`src/rtl/alu_pkg.sv`:
```
// Shared definitions for the serial ALU: operation codes, FSM states and
// the default datapath width.
package alu_pkg;

    localparam int ALU_WIDTH = 24;

    localparam logic [1:0] OP_AND = 2'b00;
    localparam logic [1:0] OP_OR  = 2'b01;
    localparam logic [1:0] OP_ADD = 2'b10;
    localparam logic [1:0] OP_SLT = 2'b11;

    typedef enum logic [1:0] {
        S_IDLE   = 2'b00,
        S_RUN    = 2'b01,
        S_FINISH = 2'b10,
        S_DONE   = 2'b11
    } state_t;

endpackage

```
`src/rtl/ALU_1bit.sv`:
```
// One-bit ALU slice: optional operand inversion, AND/OR/full-add/less select.
// The adder carry is produced for every operation.
module ALU_1bit (
    input  logic       a,
    input  logic       b,
    input  logic       ainvert,
    input  logic       binvert,
    input  logic       cin,
    input  logic       less,
    input  logic [1:0] operation,
    output logic       result,
    output logic       cout
);

    logic a_eff;
    logic b_eff;
    logic sum;

    assign a_eff = a ^ ainvert;
    assign b_eff = b ^ binvert;
    assign sum   = a_eff ^ b_eff ^ cin;
    assign cout  = (a_eff & b_eff) | (cin & (a_eff ^ b_eff));

    always_comb begin
        result = 1'b0;
        case (operation)
            2'b00:   result = a_eff & b_eff;
            2'b01:   result = a_eff | b_eff;
            2'b10:   result = sum;
            default: result = less;
        endcase
    end

endmodule

```
`src/rtl/serial_alu24.sv`:
```
// Bit-serial ALU: one ALU_1bit slice iterated LSB-first over WIDTH cycles,
// followed by a flag/SLT fix-up cycle and a one-cycle Done pulse.
module serial_alu24
    import alu_pkg::*;
#(
    parameter int WIDTH = ALU_WIDTH
) (
    input  logic             Clock,
    input  logic             ResetN,
    input  logic             Start,
    input  logic [WIDTH-1:0] A,
    input  logic [WIDTH-1:0] B,
    input  logic             AInvert,
    input  logic             BInvert,
    input  logic             CarryIn,
    input  logic [1:0]       Operation,
    output logic             Busy,
    output logic             Done,
    output logic [WIDTH-1:0] Result,
    output logic             CarryOut,
    output logic             Overflow,
    output logic             Zero
);

    localparam int CW = $clog2(WIDTH);

    state_t           state_reg;
    state_t           state_next;
    logic             accept;
    logic             busy_next;
    logic             done_next;

    logic [CW-1:0]    cnt_reg;
    logic             last_bit;
    logic [WIDTH-1:0] a_sh_reg;
    logic [WIDTH-1:0] b_sh_reg;
    logic [WIDTH-1:0] result_sh_reg;
    logic             ainv_reg;
    logic             binv_reg;
    logic [1:0]       op_reg;
    logic             carry_reg;
    logic             msb_cin_reg;
    logic             msb_sum_reg;

    logic [WIDTH-1:0] result_reg;
    logic             carry_out_reg;
    logic             overflow_reg;
    logic             zero_reg;

    logic [1:0]       slice_op;
    logic             slice_res;
    logic             slice_cout;
    logic             overflow_raw;
    logic [WIDTH-1:0] result_next;

    assign last_bit = (cnt_reg == CW'(WIDTH - 1));
    // SLT needs the subtraction itself; the less-than bit is fixed up afterwards.
    assign slice_op = (op_reg == OP_SLT) ? OP_ADD : op_reg;

    ALU_1bit u_slice (
        .a         (a_sh_reg[0]),
        .b         (b_sh_reg[0]),
        .ainvert   (ainv_reg),
        .binvert   (binv_reg),
        .cin       (carry_reg),
        .less      (1'b0),
        .operation (slice_op),
        .result    (slice_res),
        .cout      (slice_cout)
    );

    always_ff @(posedge Clock or negedge ResetN) begin
        if (!ResetN) begin
            state_reg <= S_IDLE;
        end else begin
            state_reg <= state_next;
        end
    end

    always_comb begin
        state_next = state_reg;
        accept     = 1'b0;
        busy_next  = 1'b0;
        done_next  = 1'b0;
        case (state_reg)
            S_IDLE: begin
                if (Start) begin
                    accept     = 1'b1;
                    state_next = S_RUN;
                end
            end
            S_RUN: begin
                busy_next = 1'b1;
                if (last_bit) begin
                    state_next = S_FINISH;
                end
            end
            S_FINISH: begin
                busy_next  = 1'b1;
                state_next = S_DONE;
            end
            S_DONE: begin
                done_next = 1'b1;
                if (Start) begin
                    accept     = 1'b1;
                    state_next = S_RUN;
                end else begin
                    state_next = S_IDLE;
                end
            end
            default: state_next = S_IDLE;
        endcase
    end

    // Signed less-than is the true sign of A-B: sum MSB corrected by overflow.
    always_comb begin
        overflow_raw = msb_cin_reg ^ carry_reg;
        result_next  = result_sh_reg;
        if (op_reg == OP_SLT) begin
            result_next    = '0;
            result_next[0] = msb_sum_reg ^ overflow_raw;
        end
    end

    always_ff @(posedge Clock or negedge ResetN) begin
        if (!ResetN) begin
            cnt_reg       <= '0;
            a_sh_reg      <= '0;
            b_sh_reg      <= '0;
            result_sh_reg <= '0;
            ainv_reg      <= 1'b0;
            binv_reg      <= 1'b0;
            op_reg        <= OP_AND;
            carry_reg     <= 1'b0;
            msb_cin_reg   <= 1'b0;
            msb_sum_reg   <= 1'b0;
            result_reg    <= '0;
            carry_out_reg <= 1'b0;
            overflow_reg  <= 1'b0;
            zero_reg      <= 1'b0;
        end else if (accept) begin
            a_sh_reg  <= A;
            b_sh_reg  <= B;
            ainv_reg  <= AInvert;
            binv_reg  <= BInvert;
            op_reg    <= Operation;
            carry_reg <= CarryIn;
            cnt_reg   <= '0;
        end else if (state_reg == S_RUN) begin
            a_sh_reg      <= a_sh_reg >> 1;
            b_sh_reg      <= b_sh_reg >> 1;
            result_sh_reg <= {slice_res, result_sh_reg[WIDTH-1:1]};
            carry_reg     <= slice_cout;
            cnt_reg       <= cnt_reg + CW'(1);
            if (last_bit) begin
                msb_cin_reg <= carry_reg;
                msb_sum_reg <= slice_res;
            end
        end else if (state_reg == S_FINISH) begin
            result_reg    <= result_next;
            carry_out_reg <= carry_reg;
            overflow_reg  <= op_reg[1] & overflow_raw;
            zero_reg      <= (result_next == '0);
        end
    end

    assign Busy     = busy_next;
    assign Done     = done_next;
    assign Result   = result_reg;
    assign CarryOut = carry_out_reg;
    assign Overflow = overflow_reg;
    assign Zero     = zero_reg;

endmodule

```
`config.mk`:
```
export PLATFORM = sky130hd
export DESIGN_NAME = serial_alu24
export DESIGN_NICKNAME = d
export VERILOG_FILES = /design/src/rtl/alu_pkg.sv /design/src/rtl/ALU_1bit.sv /design/src/rtl/serial_alu24.sv
export SDC_FILE = /design/constraint.sdc
export NUM_CORES = 1
export LEC_CHECK = 0
export BUFFER_PORTS_ARGS = -buffer_cell sky130_fd_sc_hd__buf_2
export CORE_UTILIZATION = 39
export CTS_BUF_LIST = sky130_fd_sc_hd__clkbuf_8
export DETAILED_ROUTE_END_ITERATION = 7
export GPL_TIMING_DRIVEN = 0
export HOLD_SLACK_MARGIN = 0.06
export PLACE_DENSITY = 0.7
export SYNTH_ARGS = -nofsm -noshare
export SYNTH_HDL_FRONTEND = slang
export SYNTH_SLANG_ARGS = --single-unit
```
`constraint.sdc`:
```
create_clock -name Clock -period 2.7 [get_ports Clock]
set_clock_uncertainty 0.15 [all_clocks]
set_input_delay 0.27 -clock Clock [delete_from_list [all_inputs] [get_ports Clock]]
set_output_delay 0.27 -clock Clock [all_outputs]
set_load 0.01 [all_outputs]
```
; After elaboration in Yosys (flattened, before gate mapping)
; Index checks and enable logic that the tools add are counted.
; Widths: inputs -> output; s select.
[totals]
reg_bits = 113
inputBits = 56
[op_classes]
bitwise = 13
reduce_logical = 10
addsub = 1
n_eq_ne = 9
mux = 19
[op_table]
columns = cell, count
row1 = $mux 24, 5
row2 = $logic_not 24->1, 1
row3 = $mux 5, 2
row4 = $eq 2x2->1 const B, 4
row5 = $pmux 2 s4, 1
row6 = $mux 1, 7
row7 = $mux 2, 3
row8 = $reduce_and 3->1, 2
row9 = $xor 1x1->1, 6
row10 = $add 5x1->5 const B, 1
row11 = $eq 5x5->1 const B, 1
row12 = $eq 2x1->1 const B, 2
row13 = $logic_not 2->1, 2
row14 = $ne 2x2->1 const B, 2
row15 = $reduce_and 2->1, 2
row16 = $reduce_or 2->1, 2
row17 = $and 1x1->1, 3
row18 = $pmux 1 s3, 1
row19 = $not 1->1, 2
row20 = $or 1x1->1, 2
row21 = $reduce_bool 2->1, 1

; Depth between registers and ports, before layout
[depth]
ltp_word = 6
depth_mapped = 8
ltp_nobuf = 6

; By module
; A second synthesis with hierarchy kept.
[hier_totals]
cells_unflattened = 451
hier_area_um2 = 5011.1
[modules_own_cells]
columns = module, cells_each, n_inst, area_per_inst_um2
row1 = serial_alu24, 442, 1, 4914.7
row2 = ALU_1bit, 9, 1, 96.3

; Worst setup path after synthesis
; Ideal clock, no wire load.
[synth_path]
kind = register to register
startpoint = register state_reg[0]
endpoint = register msb_cin_reg
path_slack_ns = 0.720
setup_time_ns = 0.125
arrival_time_ns = 1.705
period_less_slack_ns = 1.980
required_time_ns = 2.425
path_stages_with_launch = 7
path_cell_list = dfrtp_1 > inv_1 > ha_1 > nor2b_4 > buf_6 > or3b_4 > mux2_4
[synth_between]
elab_chain_cells = 5
elab_cells_between_ends = 7
[synth_rtl]
columns = element, line
row1 = "start, declared", serial_alu24.sv:27  ; state_t state_reg;
row2 = "start signal, assigned", serial_alu24.sv:76  ; state_reg <= state_next;
row3 = $eq 2x2->1 / $logic_not 2->1 (equally long branches), serial_alu24.sv:85  ; case (state_reg)
row4 = $reduce_or 2->1 (no line), n/a
row5 = $mux 1, n/a
row6 = $not 1->1 (no line), n/a
row7 = $reduce_and 3->1 (no line) (*), n/a
row8 = "end signal, assigned", serial_alu24.sv:156  ; msb_cin_reg <= carry_reg;
row9 = "end, declared", serial_alu24.sv:42  ; logic msb_cin_reg;
; Mark *: on every way between the ends. The rest lies on a longest branch, timed or not.
; A chain may end at the register's enable or synchronous reset.

; Worst setup path after layout
[layout_path]
startpoint = register state_reg[0]
endpoint = register b_sh_reg[19]
[layout_between]
elab_chain_cells = 4
elab_cells_between_ends = 7
[layout_rtl]
columns = element, line
row1 = $eq 2x2->1 / $logic_not 2->1 (equally long branches), serial_alu24.sv:85
row2 = $reduce_or 2->1 (no line), n/a
row3 = $mux 1, n/a
row4 = $mux 24 / $reduce_bool 2->1 (equally long branches), n/a
row5 = "end signal, assigned", serial_alu24.sv:151  ; b_sh_reg <= b_sh_reg >> 1;
row6 = "end, declared", serial_alu24.sv:36  ; logic [WIDTH-1:0] b_sh_reg;
; Several ways; a longest one is shown, not always the timed one.

==> results.sh <==
export IMPL_grt_pass1_wl_mm=18.5
export IMPL_syn_area_um2=5000
export IMPL_design_area_um2=6630
export IMPL_critPathCaptureType="flop"
export IMPL_cp_data_arrival_time_ps=2290
export IMPL_tightest_slew_ps=699
export IMPL_combPwrFrac=0.388
export IMPL_synth_adder_area_share=0.0240
export IMPL_coreArea_um2=12300
export IMPL_rows=40
export IMPL_cts_sink_count=113
export IMPL_dpl_cell_area_um2=5660
export IMPL_synth_area_leaders="dfrtp_1 (57%), mux2i_1 (10%), o21ai_0 (7.4%)"
export IMPL_synth_top_family_by_area="multiplexers"
export IMPL_synth_compound_area_frac=0.0866
export IMPL_power_switching_w=0.00277
export IMPL_synth_cells=454
export IMPL_synth_cell_types=32
export IMPL_pwr_share_clk=0.224
export IMPL_grt_max_degree=60
export IMPL_syn_nets=519
export IMPL_via_per_inst=4.72
export IMPL_wl_mm=11.1
export IMPL_layout_drive_gt1_share=0.258
export IMPL_ys_ff_latch=113
export IMPL_swShare=0.364
export IMPL_synthXorXnorAreaFrac=0.0170
export IMPL_max_vdd_ir_drop_uv=610
export IMPL_cts_buffers=17
export IMPL_diodes=0
export IMPL_clock_latency_ps=430
export IMPL_hp_class="in2reg"
export IMPL_drt_iter0_drc=141
export IMPL_ys_seq_area_frac=0.566
export IMPL_async_flop_share=1.00
export IMPL_cts_tree="yes"
export IMPL_p_int_w=0.00484
export IMPL_power_density_nw_per_um2=1150
export IMPL_antenna_found_initial=0
export IMPL_htreeDepth=4
export IMPL_path_max_fanout=10
export IMPL_max_cap_viol_count=0
export IMPL_setup_violations=0
export IMPL_ioPinCount=85
export IMPL_critPathLaunchType="flop"
export IMPL_area_growth_pct=32.6
export IMPL_min_period_ps=2110
export IMPL_clockBufferDepth=2
export IMPL_slew_headroom=0.534
export IMPL_power_frac_seq=0.388
export IMPL_gp_congestion=0.721
export IMPL_rsz0062_at_grt="no"
export IMPL_port_buffers=84
export IMPL_dr_pass1_iters=4
export IMPL_synth_edf_count=0
export IMPL_die_area_um2=13300
export IMPL_outcome="complete, no violations"
export IMPL_vias=3743
export IMPL_total_leakage_power_nw=3.13
export IMPL_finalHoldViolCount=0
export IMPL_die_h_um=115
export IMPL_initial_utilization=0.408
export IMPL_setup_tns_ps=0
export IMPL_clk_pin_slew_worst_paths_ps=70
export IMPL_drc_errors=0
export IMPL_cts_resized=0
export IMPL_max_freq_ghz=0.474
export IMPL_crit_type="reg2reg"
export IMPL_grt_use_total=0.183
export IMPL_synth_top_area_cell="dfrtp_1"
export IMPL_ant_nets=0
export IMPL_root_buffer="clkbuf_8"
export IMPL_nets=677
export IMPL_hpwl_mm=7.29
export IMPL_synthFlopType="dfrtp_1"
export IMPL_cp_required_ps=2880
export IMPL_routedWlPerCell_um=14.0
export IMPL_die_x_um=115
export IMPL_drv_slew=0
export IMPL_synthDominantCellAreaShare=0.566
export IMPL_grt_pass1_vias=3887
export IMPL_synth_simple_area_share=0.0899
export IMPL_utilization=0.541
export IMPL_period_share=0.781
export IMPL_synthMuxAreaShare=0.168
export IMPL_synth_area_per_cell_um2=11.0
export IMPL_ys_warn_count=0
export IMPL_grt_ovfl_total=0
power by group through the flow:
stage	Combinational (W)	Clock [W]	Sequential, W
6_report	0.00295	0.00171	0.00295
5_1_grt	0.00333	0.00182	0.00305
4_1_cts	0.00297	0.00173	0.00295
3_5_place_dp	0.00290	0	0.00298
3_3_place_gp	0.00277	0	0.00293
2_1_floorplan	0.00209	0	0.00290
routing by layer:
layer  wire length [µm]  vias to the layer above  GRT usage
li1                   -                     1845          -
met1               5020                     1786      0.221
met2               5520                      100      0.316
met3                456                       12     0.0459
met4                117                        0     0.0727
met5                  0                        -          0
worst paths after layout:
| path | endpoint | slack [ps] | cells past startpoint | from |
|---|---|---|---|---|
| hold reg to reg | CarryOut | 360 | 1 | CarryOut |
| max in group asynchronous | binv_reg | 1390 | 3 | ResetN |
| hold / removal | state_reg[0] | 80 | 3 | Start |
| setup reg to reg | b_sh_reg[19] | 590 | 8 | state_reg[0] |
| setup / recovery | b_sh_reg[19] | 590 | 8 | state_reg[0] |
| min in group asynchronous | Result[9] | 280 | 2 | ResetN |
final cells by class:
type | instances | area [µm²]
multi-input cells | 283 | 1930
clock inverters | 13 | 168
plain buffers | 26 | 121
flip-flops and latches | 113 | 2830
well taps | 168 | 210
repair buffers | 139 | 991
inverters | 32 | 120
fillers | 1079 | 5630
clock buffers | 19 | 262
worst max-delay path, cell delays in order, from the launching register on:
cell	delay, ps
dfrtp_1	400
inv_1	110
ha_1	370
nor2b_4	130
buf_6	150
buf_2	250
buf_2	270
nand2_1	90
o21ai_0	100
metrics by stage:
stage	total power, W	hold WS (ps)	cells	setup WS (ps)
after floorplan	0.00500	-176	454	720
after global placement	0.00570	324	706	-22.2
after detailed placement	0.00588	213	707	601
after CTS	0.00766	60.1	793	581
after global routing	0.00820	127	793	363
final	0.00762	82.4	793	591
kinds of logic (layout without fill, tap and decap cells):
family / Yosys count / after routing
fa+ha+maj: 9 / 9
buf+inv: 58 / 229
mux: 80 / 80
xor+xnor: 8 / 8
simple gates: 103 / 103
flops: 113 / 113
compound gates: 83 / 83
synth_stat cells (2+ instances only):
| master | count |
|---|---|
| xnor2_1 | 2 |
| nand4_1 | 3 |
| nand2_1 | 76 |
| mux2i_1 | 50 |
| nor2_1 | 7 |
| nor4_1 | 6 |
| nor2b_1 | 2 |
| dfrtp_1 | 113 |
| ha_1 | 8 |
| a21oi_1 | 2 |
| inv_1 | 32 |
| nand2b_1 | 2 |
| xor2_1 | 5 |
| clkbuf_1 | 12 |
| a211oi_1 | 2 |
| mux2_2 | 29 |
| nand3_1 | 3 |
| o21ai_0 | 74 |
| buf_2 | 13 |
timing repair:
action | CTS | global route
hold buffers | 54 | 0
endpoints found under the hold margin | 107 | 0
setup buffers | 0 | 0
layout by cell type, fill, tap and decap left out, drive strengths merged:
cell	netlist	final
nand3	3	3
o21ai	74	74
clkinvlp	0	2
dfrtp	113	113
xor3	1	1
buf	14	99
bufinv	0	4
nand4	3	3
mux2i	50	50
o22ai	1	1
inv	32	34
clkbuf	12	31
a2bb2oi	1	1
o21bai	1	1
nor4	6	6
fa	1	1
a21boi	1	1
nor2b	3	3
or3b	1	1
nand2	76	76
dlygate4sd3	0	54
mux2	30	30
a21oi	2	2
ha	8	8
xor2	5	5
and2b	1	1
o31ai	1	1
nand4b	1	1
xnor2	2	2
clkinv	0	5
nor2	7	7
a211oi	2	2
nand2b	2	2
Power figures use the tool's default switching activity.
